===== config.mk =====
export PLATFORM = sky130hd
export DESIGN_NAME = sram_rd_pipe
export DESIGN_NICKNAME = d
export VERILOG_FILES = /design/src/rtl/sram_pkg.sv /design/src/rtl/sram_rd_pipe.sv
export SDC_FILE = /design/constraint.sdc
export NUM_CORES = 1
export LEC_CHECK = 0
export CORE_MARGIN = 4
export CORE_UTILIZATION = 40
export CTS_CLUSTER_DIAMETER = 150
export CTS_CLUSTER_SIZE = 30
export DETAILED_ROUTE_END_ITERATION = 7
export DONT_BUFFER_PORTS = 1
export GPL_TIMING_DRIVEN = 0
export SLEW_MARGIN = 0
export SYNTH_ARGS = -nofsm -noshare
export SYNTH_HDL_FRONTEND = slang
export SYNTH_SLANG_ARGS = --single-unit
export TNS_END_PERCENT = 30

===== constraint.sdc =====
create_clock -name clk -period 0.8 [get_ports clk]
set_input_delay 0.08 -clock clk [delete_from_list [all_inputs] [get_ports clk]]
set_output_delay 0.08 -clock clk [all_outputs]
set_load 0.01 [all_outputs]

===== src/rtl/sram_pkg.sv =====
// Shared types and constants for the SRAM pin-level device model.
// Contents:
//   SRAM_DW, SRAM_AW  data and address widths of the board-side SRAM pins
//   ERR_RAW, ERR_TURN bit positions inside protoErr
//   rd_slot_t         one read-pipeline slot {valid, idx, data}
package sram_pkg;

    localparam int SRAM_DW  = 16;
    localparam int SRAM_AW  = 18;
    localparam int ERR_RAW  = 0;
    localparam int ERR_TURN = 1;

    typedef struct packed {
        logic               valid;
        logic [SRAM_AW-1:0] idx;
        logic [SRAM_DW-1:0] data;
    } rd_slot_t;

endpackage


===== src/rtl/sram_rd_pipe.sv =====
// Read-latency shift register for the SRAM device model.
// Ports:
//   clk, rst  clock and synchronous active-high reset (clears every slot)
//   slot_i    read request captured this cycle {valid, idx, data}
//   slot_o    slot presented to the DQ drivers (slot_i itself when RD_LAT=0)
//   slots_o   all in-flight slots, used by the hazard checker (all zero when RD_LAT=0)
// Parameter RD_LAT (0..3) is the number of register stages; no stall.
module sram_rd_pipe
    import sram_pkg::*;
#(
    parameter int RD_LAT = 1
) (
    input  logic                                         clk,
    input  logic                                         rst,
    input  rd_slot_t                                     slot_i,
    output rd_slot_t                                     slot_o,
    output rd_slot_t [((RD_LAT > 0) ? RD_LAT : 1)-1:0]   slots_o
);

    if (RD_LAT == 0) begin : g_bypass
        logic unused_clk_rst;
        assign unused_clk_rst = clk ^ rst;
        assign slot_o         = slot_i;
        assign slots_o        = '0;
    end else begin : g_shift
        rd_slot_t [RD_LAT-1:0] stage_q;
        rd_slot_t [RD_LAT-1:0] stage_d;

        always_comb begin
            stage_d    = stage_q;
            stage_d[0] = slot_i;
            for (int i = 1; i < RD_LAT; i++) begin
                stage_d[i] = stage_q[i-1];
            end
        end

        always_ff @(posedge clk) begin
            if (rst) begin
                stage_q <= '0;
            end else begin
                stage_q <= stage_d;
            end
        end

        assign slot_o  = stage_q[RD_LAT-1];
        assign slots_o = stage_q;
    end

endmodule


# ---- Word-level counts from Yosys, hierarchy flattened
# Index checks and enable logic that the tools add are counted.
dict set report word_totals {
  out_inout_bits 70
  ff_bits 35
}

# ---- Longest topological paths before layout
dict set report depth {
  ltp_word 0
  mapped_depth 2
  ltp_nobuf 1
}

# ---- Least setup slack after synthesis
# No wires, ideal clock.
dict set report synth_timing {
  path_kind {flip-flop to output port}
  from {register g_shift.stage_q, in the netlist slot_o[0]}
  to {output port slots_o[0] in the netlist's numbering}
  setup_slack_ps 235
  stages_incl_launch_ff 2
  t_required_ps 720
  arrival_ps 485
  cell_sequence {dfxtp_1 buf_4}
}
# item line
set synth_rtl {}
lappend synth_rtl {{from (decl)} sram_rd_pipe.sv:26} ;# rd_slot_t [RD_LAT-1:0] stage_q;
lappend synth_rtl {{from (signal assigned)} sram_rd_pipe.sv:41} ;# stage_q <= stage_d;
lappend synth_rtl {{to (decl)} sram_rd_pipe.sv:17} ;# output rd_slot_t [((RD_LAT > 0) ? RD_LAT : 1)-1:0] slots_o
# No word-level cell between the ends.

# ---- Final worst setup path
dict set report layout_timing {
  from {register g_shift.stage_q, in the netlist slot_o[2]}
  to {output port slots_o[2] in the netlist's numbering}
}
# No word-level cell between the ends.

==> run summary <==
status -> complete, but fails checks
failing checks -> setup timing
final WL -> 2.88 mm
GRT overflow -> 0
first-pass GRT wire length -> 4.24 mm
Final period util -> 112%
Layout Cells excl Fill -> 183
final hold vios -> 0
DRC violations left -> 0
Netlist Area Pre-Place -> 0.00123 mm^2
CP endpoint kind -> primary output
area delta synth->final -> 57.3%
setup TNS -> -3.03 ns
ant diodes -> 0
Worst EP required -> 0.72 ns
Final WS setup -> -0.0977 ns
Mapped Cells -> 108
fillers -> 208
routed vias -> 787
Clock Power Share -> 26.1%
measured slew at the worst slew-check pin -> 0.329 ns
Clock Path Buffers -> 2
Top Ports -> 107
synth top area cells -> dfxtp_1, buf_4, nor2b_1
Seq pwr share -> 58.8%
RSZ-0062 raised after global routing -> yes
syn nets -> 145
pin count of the biggest net entering global routing -> 11
routed len/inst -> 15.7 um
placed cell count -> 139
htree depth -> 2
relative slew slack -> 78.1%
final instance area -> 0.00193 mm^2
Root Buffer Master -> clkbuf_4
initial antenna violation count -> 0
DP HPWL -> 1.78 mm
CTS tree -> yes
Largest register FFs -> 35
Power Dens Cells -> 1690 mW/mm^2
Hold WC Path Type -> in2reg
drt pass-1 iters -> 2
GRT Resource Usage Total -> 14.6%
yosys warns -> 0
critical path fanouts, max -> 2
max-slew violations -> 0
core area -> 0.00285 mm^2
Hold Startpoint -> rst
vias in the first global route -> 858
iteration-0 DRC count of the detailed router -> 9
WHS Path Cells -> 2
Num CTS Buffers -> 5
Die H -> 63.4 um
Synth top area share -> 57.0%
Pwr Total -> 3.27 mW
Tmin final -> 0.898 ns
most common cell after layout, fill and taps aside -> buf_6
post-route ant nets -> 0
IO Port Bufs -> 0
Die Wd -> 63.4 um
share of cells above drive strength 1 -> 55.3%
Max stage delay on crit path -> 0.37 ns
largest area contributor in the netlist -> dfxtp_1
sequential area share after synthesis -> 57.0%
Sink Count -> 35
Internal -> 2.48 mW
Final Setup Violations -> 35
Row Count -> 19
worst path arrival time -> 0.82 ns
final hold slack -> 0.359 ns
Hold Path End -> slot_o[31]
die area -> 0.00402 mm^2
flops & latches, synth -> 35
element type at the critical path start -> flop
crit path launch -> slot_o[2]
post-synth cell types -> 5
worst-path cell with the longest stage delay -> dfxtp_4
Reg area -> 822 um^2
commonest cells after routing, fill and taps aside -> buf_6, dlygate4sd3_1, dfxtp_4, nor2b_1
f_max -> 1110 MHz
placed inst area -> 0.00127 mm^2
cell family with most CP delay -> flip-flops
Reg clk slew, reported paths -> 0.10 ns
combinational power share -> 15.1%
Worst VDD drop -> 1.26 mV
vias per inst -> 4.30
CP Cell Sequence -> buf_6
footprint of the multi-input gates -> 231 um^2
fin nets -> 188
maxcap violations -> 0
Initial Utilization -> 43.1%
total net switching power -> 0.788 mW
P_leak -> 0.821 nW
GP Congestion -> 0.634
Worst Setup Path Type -> reg2out
worst path buffer plus inverter count -> 1
Sw Ratio -> 24.1%
Syn Area/Cell -> 11.4 um^2
final cells by class:
class / instances / area share [%]
repair buffers: 36 / 18.8
plain buffers: 38 / 22.1
well taps: 31 / 2.01
clock buffers: 7 / 2.33
clock inverters: 1 / 0.259
flip-flops and latches: 35 / 42.5
multi-input cells: 35 / 12.0
power by group through the flow:
stage          clock network [mW]  logic [mW]  registers [mW]
2_1_floorplan                   0       0.268            1.97
3_3_place_gp                    0       0.293            1.99
3_5_place_dp                    0       0.295            1.99
4_1_cts                     0.919       0.489            1.96
5_1_grt                     0.990       0.525            1.94
6_report                    0.854       0.493            1.92
metal layers:
layer | vias up | track usage [%] | share of wire (%)
li1 | 374 | - | -
met1 | 349 | 11.8 | 29
met2 | 59 | 27.8 | 58
met3 | 5 | 9.41 | 12
met4 | 0 | 4.85 | 0.97
met5 | - | 0 | 0
cell usage after synthesis:
library cell / instances
and2b_2: 5
buf_4: 35
buf_6: 3
dfxtp_1: 35
nor2b_1: 30
worst max path at each step:
stage                              to  slack (ns)  depth (start not counted)
after floorplan            slots_o[0]        0.23                          1
after global placement    slots_o[33]        0.19                          1
after detailed placement  slots_o[15]        0.18                          1
after CTS                  slots_o[9]       -0.12                          1
after global routing       slots_o[2]       -0.16                          1
final                      slots_o[2]        -0.1                          1
cell families (layout without fill, tap and decap cells):
kind of cell	count (synthesis)	after routing	share of synthesized area, %
buf+inv	38	82	24.1
flops	35	35	57.0
simple gates	35	35	18.8
per-stage QoR:
step | util (%) | setup slack [ns]
after floorplan | - | 0.235
after global placement | 44.4 | 0.187
final | 67.8 | -0.0977
after global routing | 67.8 | -0.158
after CTS | 65.8 | -0.121
after detailed placement | 44.4 | 0.185
what timing repair did:
item	CTS	global route
endpoints found under the hold margin	35	0
buffers inserted	0	0
setup endpoints to repair	70	105
pin swaps	0	0
gates resized for setup	80	22
hold buffers	36	0
Power figures use the tool's default switching activity.
